[config.mk]
export PLATFORM = sky130hd
export DESIGN_NAME = alu_sequencer
export DESIGN_NICKNAME = d
export VERILOG_FILES = /design/src/rtl/alu_seq_pkg.sv /design/src/rtl/alu_seq_decode.sv /design/src/rtl/alu_sequencer.sv
export SDC_FILE = /design/constraint.sdc
export NUM_CORES = 1
export LEC_CHECK = 0
export ABC_AREA = 1
export ABC_CLOCK_PERIOD_IN_PS = 3750
export CAP_MARGIN = 20
export CORE_ASPECT_RATIO = 0.75
export CORE_UTILIZATION = 45
export CTS_BUF_LIST = sky130_fd_sc_hd__clkbuf_16
export CTS_CLUSTER_DIAMETER = 60
export CTS_CLUSTER_SIZE = 8
export DETAILED_ROUTE_END_ITERATION = 8
export GPL_TIMING_DRIVEN = 0
export PLACE_DENSITY = 0.81
export SETUP_SLACK_MARGIN = 0.02
export SLEW_MARGIN = 10
export SYNTH_ARGS = -nofsm -noshare
export SYNTH_HDL_FRONTEND = slang
export SYNTH_HIERARCHICAL = 1
export SYNTH_SLANG_ARGS = --single-unit
[constraint.sdc]
create_clock -name pixel_clock -period 3.75 [get_ports pixel_clock]
set_input_delay 0.375 -clock pixel_clock [delete_from_list [all_inputs] [get_ports pixel_clock]]
set_output_delay 0.375 -clock pixel_clock [all_outputs]
set_load 0.005 [all_outputs]
[src/rtl/alu_seq_pkg.sv]
// alu_seq_pkg: shared opcodes, FSM states, decode flags and reset defaults for the ALU sequencer
package alu_seq_pkg;
    localparam logic [7:0] OP_NOP  = 8'h00;
    localparam logic [7:0] OP_LDA  = 8'h01;
    localparam logic [7:0] OP_LDB  = 8'h02;
    localparam logic [7:0] OP_ADD  = 8'h71;
    localparam logic [7:0] OP_AND  = 8'h72;
    localparam logic [7:0] OP_CLA  = 8'h73;
    localparam logic [7:0] OP_CLB  = 8'h74;
    localparam logic [7:0] OP_CMB  = 8'h75;
    localparam logic [7:0] OP_INCB = 8'h76;
    localparam logic [7:0] OP_DECB = 8'h77;
    localparam logic [7:0] OP_CLC  = 8'h78;
    localparam logic [7:0] OP_CLZ  = 8'h79;
    localparam logic [7:0] OP_ION  = 8'h7A;
    localparam logic [7:0] OP_IOF  = 8'h7B;
    localparam logic [7:0] OP_SC   = 8'h7C;
    localparam logic [7:0] OP_SZ   = 8'h7D;
    localparam logic [7:0] OP_HLT  = 8'hFF;

    localparam logic [11:0] RESET_PC_DEF   = 12'h000;
    localparam logic [11:0] IRQ_VECTOR_DEF = 12'h010;

    typedef enum logic [2:0] {
        S_IDLE, S_FETCH, S_DECODE, S_EXEC, S_WAIT, S_WB, S_HALT
    } state_t;

    typedef struct packed {
        logic is_alu;
        logic wr_a;
        logic wr_b;
        logic clr_a;
        logic clr_b;
        logic is_skip;
        logic is_legal;
    } dec_t;
endpackage

[src/rtl/alu_seq_decode.sv]
// alu_seq_decode: classifies an opcode into the control flags used for dispatch and writeback
module alu_seq_decode
    import alu_seq_pkg::*;
(
    input  logic [7:0] i_op,
    output dec_t       o_dec
);
    // pure opcode classification; CLC/CLZ/ION/IOF fall out as ALU ops with no register write
    always_comb begin
        o_dec          = '0;
        o_dec.is_alu   = (i_op >= OP_ADD) && (i_op <= OP_SZ);
        o_dec.wr_a     = (i_op == OP_ADD) || (i_op == OP_AND);
        o_dec.wr_b     = (i_op == OP_CMB) || (i_op == OP_INCB) || (i_op == OP_DECB);
        o_dec.clr_a    = (i_op == OP_CLA);
        o_dec.clr_b    = (i_op == OP_CLB);
        o_dec.is_skip  = (i_op == OP_SC) || (i_op == OP_SZ);
        o_dec.is_legal = o_dec.is_alu || (i_op inside {OP_NOP, OP_LDA, OP_LDB, OP_HLT});
    end
endmodule

[src/rtl/alu_sequencer.sv]
// alu_sequencer: fetch/decode/issue controller that drives the ALU and commits its results
module alu_sequencer
    import alu_seq_pkg::*;
#(
    parameter logic [11:0] RESET_PC   = RESET_PC_DEF,
    parameter logic [11:0] IRQ_VECTOR = IRQ_VECTOR_DEF
) (
    input  logic        pixel_clock,
    input  logic        reset_n,
    input  logic        start,
    output logic [11:0] imem_addr,
    output logic        imem_en,
    input  logic [15:0] imem_data,
    output logic [7:0]  alu_operation,
    output logic [15:0] alu_a,
    output logic [15:0] alu_b,
    output logic [11:0] alu_pc,
    output logic        alu_run,
    input  logic [15:0] alu_a1,
    input  logic [15:0] alu_b1,
    input  logic [11:0] alu_pcnew,
    input  logic        alu_ion,
    input  logic        irq,
    output logic        irq_ack,
    output logic [15:0] reg_a,
    output logic [15:0] reg_b,
    output logic [11:0] pc,
    output logic [11:0] epc,
    output logic        halted,
    output logic        illegal
);
    state_t      r_state, w_next;
    logic [7:0]  r_op, w_op;
    logic [15:0] r_reg_a, r_reg_b;
    logic [11:0] r_pc, r_epc, w_pc_inc, w_skip_pc;
    logic        r_halted, r_illegal, r_irq_hold, w_irq_take, w_busy;
    dec_t        w_dec;

    // in DECODE the fresh memory word is classified; afterwards the latched opcode is
    assign w_op      = (r_state == S_DECODE) ? imem_data[15:8] : r_op;
    assign w_pc_inc  = r_pc + 12'd1;
    assign w_skip_pc = w_pc_inc + 12'd1;
    assign w_busy    = r_state inside {S_EXEC, S_WAIT, S_WB};

    alu_seq_decode u_decode (.i_op(w_op), .o_dec(w_dec));

    assign imem_en       = (r_state == S_FETCH) && !w_irq_take;
    assign imem_addr     = imem_en ? r_pc : '0;
    assign alu_run       = (r_state == S_EXEC);
    assign irq_ack       = w_irq_take;
    assign alu_operation = w_busy ? r_op : '0;
    assign alu_a         = w_busy ? r_reg_a : '0;
    assign alu_b         = w_busy ? r_reg_b : '0;
    assign alu_pc        = w_busy ? w_pc_inc : '0;
    assign reg_a         = r_reg_a;
    assign reg_b         = r_reg_b;
    assign pc            = r_pc;
    assign epc           = r_epc;
    assign halted        = r_halted;
    assign illegal       = r_illegal;

    // state register
    always_ff @(posedge pixel_clock or negedge reset_n)
        if (!reset_n) r_state <= S_IDLE;
        else          r_state <= w_next;

    // next state; an interrupt is never taken twice back-to-back so the vectored fetch always happens
    always_comb begin
        w_next     = r_state;
        w_irq_take = 1'b0;
        case (r_state)
            S_IDLE, S_HALT: w_next = start ? S_FETCH : r_state;
            S_FETCH: begin
                w_irq_take = alu_ion && irq && !r_irq_hold;
                w_next     = w_irq_take ? S_FETCH : S_DECODE;
            end
            S_DECODE: w_next = w_dec.is_alu ? S_EXEC :
                               (!w_dec.is_legal || w_op == OP_HLT) ? S_HALT : S_FETCH;
            S_EXEC:   w_next = S_WAIT;
            S_WAIT:   w_next = S_WB;
            S_WB:     w_next = S_FETCH;
            default:  w_next = S_IDLE;
        endcase
    end

    // architectural registers: local ops commit in DECODE, ALU ops commit in WB
    always_ff @(posedge pixel_clock or negedge reset_n)
        if (!reset_n) begin
            r_op       <= '0;
            r_reg_a    <= '0;
            r_reg_b    <= '0;
            r_pc       <= RESET_PC;
            r_epc      <= '0;
            r_halted   <= 1'b0;
            r_illegal  <= 1'b0;
            r_irq_hold <= 1'b0;
        end else begin
            case (r_state)
                S_HALT: if (start) begin
                    r_halted  <= 1'b0;
                    r_illegal <= 1'b0;
                end
                S_FETCH: begin
                    r_irq_hold <= w_irq_take;
                    if (w_irq_take) begin
                        r_epc <= r_pc;
                        r_pc  <= IRQ_VECTOR;
                    end
                end
                S_DECODE: begin
                    r_op <= w_op;
                    if (!w_dec.is_legal) begin
                        r_illegal <= 1'b1;
                        r_halted  <= 1'b1;
                    end else if (!w_dec.is_alu) begin
                        r_pc <= w_pc_inc;
                        if (w_op == OP_LDA) r_reg_a <= {8'h00, imem_data[7:0]};
                        if (w_op == OP_LDB) r_reg_b <= {8'h00, imem_data[7:0]};
                        if (w_op == OP_HLT) r_halted <= 1'b1;
                    end
                end
                S_WB: begin
                    if (w_dec.wr_a) r_reg_a <= alu_a1;
                    else if (w_dec.clr_a) r_reg_a <= '0;
                    if (w_dec.wr_b) r_reg_b <= alu_b1;
                    else if (w_dec.clr_b) r_reg_b <= '0;
                    r_pc <= !w_dec.is_skip ? alu_pcnew :
                            (alu_pcnew == w_skip_pc) ? w_skip_pc : w_pc_inc;
                end
                default: ;
            endcase
        end
endmodule
==> flow_metrics.tcl <==
set metrics [dict create \
    rr_endpoint "pc[10]" \
    detail_route.wl_per_cell_microns 14.0 \
    syn_to_final_growth_pct 46.5 \
    drcViolationCount 0 \
    drive_gt1_share_pct 8.50 \
    cpMaxStageDelayCell "clkdlybuf4s50_1" \
    synth_area_per_cell_sq_um 6.38 \
    clk_latency_ns 0.34 \
    netSwitchingFraction_pct 46.2 \
    setup_slack_ns 0.333 \
    ys_warn_count 6 \
    cts_buffers 9 \
    r2r_slack_ns 0.36 \
    cp-start-kind "register" \
    num_rows 33 \
    peakVddDrop_v 0.000329 \
    use_met2_pct 45.5 \
    place_hpwl_mm 12.5 \
    powerDensity_mw_per_mm2 784 \
    synth_edf_count 0 \
    top_usage_layer "met2" \
    endpoint "alu_pc[3]" \
    portBuffers 189 \
    critPathRequiredTime_ns 3.38 \
    routed_via_density 5.03 \
    grt_pass1_wl_mm 25.7 \
    ys_ff_latch 70 \
    seqPwrFrac_pct 22.5 \
    p_int_uw 3130 \
    critPathBufInv 6 \
    finClkSkew_ns 0.00458 \
    maxCapViolations 0 \
    syn-num-nets 861 \
    grt_util_met3_pct 7.52 \
    grt_antenna_before_repair 0 \
    path_class "reg -> out" \
    startpoint "r_state[0]" \
    pin_count 190 \
    design_area_sq_mm 0.00742 \
    tightest_slew_ns 0.726 \
    tritoncts "done" \
    nNetsFinal 1063 \
    placed_cell_area_sq_mm 0.00715 \
    cp-end-kind "output pin" \
    synth-main-ff-cell "dfrtp_1" \
    dp_worst_setup_slack_ns 0.235 \
    reg2reg_from "r_state[1]" \
    crit_arrival_ns 3.04 \
    dieWidth_microns 125 \
    synth.yosys.seq_area_share_pct 34.6 \
    track_usage_pct 27.6 \
    fmax_mhz 293 \
    post_cts_buffers 0 \
    clkPwrFrac_pct 12.9 \
    fin_util_pct 67.8 \
    vias 5733 \
    drv_slew 0 \
    status "completed" \
    drtIter0Drc 407 \
    clkSinkCount 70 \
    start_util_pct 46.3 \
    comb_power_share_pct 64.6 \
    critPathTopFamily "buffers and inverters" \
    finalCritPeriodShare_pct 91.1 \
    netlist_instances 794 \
    cts_root_buf "clkbuf_16" \
    grt_max_degree 39 \
    hold_violations 0 \
    power_switching_uw 2690 \
    die_h_microns 93.9 \
    yosysUniqueCellTypes 37 \
    rsz0062_at_grt "no" \
    postRouteAntennaNets 0 \
    max_slew_margin_pct 51.2 \
    clk_transition_reported_paths_ns 0.05 \
    place_congestion 0.886 \
    rr_worst_depth 15 \
    cp_max_fo 10 \
    synthArstFlopShare_pct 100 \
    finalSetupViolCount 0 \
    dr.pass1.iters 5 \
    htreeDepth 3 \
    holdWs_ns 0.483 \
    synth_area_sq_mm 0.00507 \
    finalWirelength_mm 15.9 \
    worst-path-stages 10 \
    min_period_ns 3.42 \
    dieArea_sq_mm 0.0117 \
    use_met1_pct 35.4 \
    antenna_cells 0 \
    cts_buffer_depth 2 \
    grt-ovfl-total 0 \
    crit_path_frequent_cell "inv_1" \
    hp-class "reg -> reg" \
    power.leakage_uw 0.00373 \
    n_fill_cell 953 \
    worstPathCellList "inv_1 -> nor2_1 -> inv_1 -> nor2_2 -> inv_1 -> nand2_1 -> clkbuf_1 -> nand2_1 -> inv_1 -> clkdlybuf4s50_1" \
    grt_pass1_vias 5341 \
    coreArea_sq_mm 0.0109 \
    slowest_delay_ns 0.49 \
]
==> synth_stat cells (4+ instances only) <==
cell      number  area share [%]
nand2_1      218              16
inv_1        140              10
nand3_1       87             8.6
nor2_1        83             6.1
dfrtp_1       70              35
o21ai_0       44             4.3
a21oi_1       22             2.2
a31oi_1       17             2.1
clkbuf_1      15             1.1
nand2_2       15             1.9
a21oi_2       11             1.9
nor3_1         9            0.89
nor2_2         8            0.99
nand4_1        7            0.86
buf_4          5            0.74
nor2_4         5             1.1
buf_2          4            0.40
==> cells in the final DEF, fill, tap and decap left out, types with 4 or more instances in the layout <==
cell type and instances:
a21oi_1 21, clkdlybuf4s50_1 188, nand4_1 7, inv_1 140
nand2_2 15, clkbuf_1 13, buf_4 6, nor3_1 9
dfrtp_1 70, clkbuf_16 9, nor2_1 82, buf_2 4
nand2_1 218, a31oi_1 17, a21oi_2 12, o21ai_0 42
nor2_4 5, nor2_2 9, nand3_1 87, clkinv_1 4
==> routing by layer <==
layer / share of wire, % / vias up
met3: 9.0 / 18
li1: - / 2875
met2: 46 / 227
met4: 1.4 / 0
met1: 44 / 2613
met5: 0 / -
==> timing repair <==
action / CTS / global route
gates resized for setup: 1 / 7
hold endpoints to repair: 4 / 0
hold buffers: 1 / 0
setup endpoints to repair: 1 / 71
pin swaps: 0 / 0
==> power groups by stage <==
| stage | logic, uW | clock network [uW] | registers [uW] |
|---|---|---|---|
| 2_1_floorplan | 2080 | 0 | 1280 |
| 3_3_place_gp | 3640 | 0 | 1310 |
| 3_5_place_dp | 3710 | 0 | 1310 |
| 4_1_cts | 3740 | 755 | 1310 |
| 5_1_grt | 4170 | 782 | 1350 |
| 6_report | 3760 | 749 | 1310 |
==> layout make-up <==
| class | count | area [sq um] | area share (%) |
|---|---|---|---|
| plain buffers | 30 | 160 | 2.16 |
| clock buffers | 9 | 225 | 3.03 |
| clock inverters | 6 | 30.0 | 0.405 |
| inverters | 146 | 551 | 7.42 |
| multi-input cells | 548 | 2610 | 35.2 |
| flip-flops and latches | 70 | 1750 | 23.6 |
| well taps | 140 | 175 | 2.36 |
| repair buffers | 191 | 1920 | 25.9 |
==> logic make-up (layout without fill, tap and decap cells) <==
| logic type | after synthesis | count (layout) | synth area share [%] |
|---|---|---|---|
| XOR/XNOR | 2 | 2 | 0.346 |
| AND/OR/NAND/NOR | 447 | 447 | 39.5 |
| adder cells (fa/ha/maj) | 2 | 2 | 0.494 |
| buffers and inverters | 176 | 382 | 14.1 |
| flip-flops | 70 | 70 | 34.6 |
| AO/OA/AOI/OAI | 97 | 97 | 11.0 |
==> worst reg2reg max path, stage by stage (launching register included) <==
cell      delay [ns]
dfrtp_1         0.40
inv_1           0.08
nor2_2          0.15
nand2_1         0.13
inv_1           0.17
buf_4           0.20
nand2_1         0.08
nand2_1         0.10
inv_1           0.10
nor2_1          0.16
nand2_2         0.12
nor3_1          0.58
clkinv_1        0.52
a21oi_1         0.26
nand2_1         0.12
a21oi_2         0.14
==> per-stage QoR <==
stage	total power [uW]	TNS [ns]	instances
after floorplan	3360	0	794
after global routing	6300	0	1140
after global placement	4950	-7.09	1123
after detailed placement	5020	0	1124
after CTS	5800	0	1140
final	5820	0	1140
==> flip-flops by register name (all words and copies together) (netlist names) <==
| name | cells |
|---|---|
| reg_b | 16 |
| epc | 12 |
| r_op | 8 |
| r_state | 3 |
| pc | 12 |
| reg_a | 16 |
| r_irq_hold | 1 |
| halted | 1 |
| illegal | 1 |
==> worst min-delay path by stage <==
stage | start | depth (start not counted) | to
floorplan | reset_n | 0 | epc[0]
global placement | epc[5] | 2 | epc[5]
detailed placement | reset_n | 1 | r_op[6]
CTS | epc[5] | 2 | epc[5]
global route | epc[5] | 2 | epc[5]
finish | epc[5] | 2 | epc[5]
Note: power is estimated with default switching activity, not from simulation.
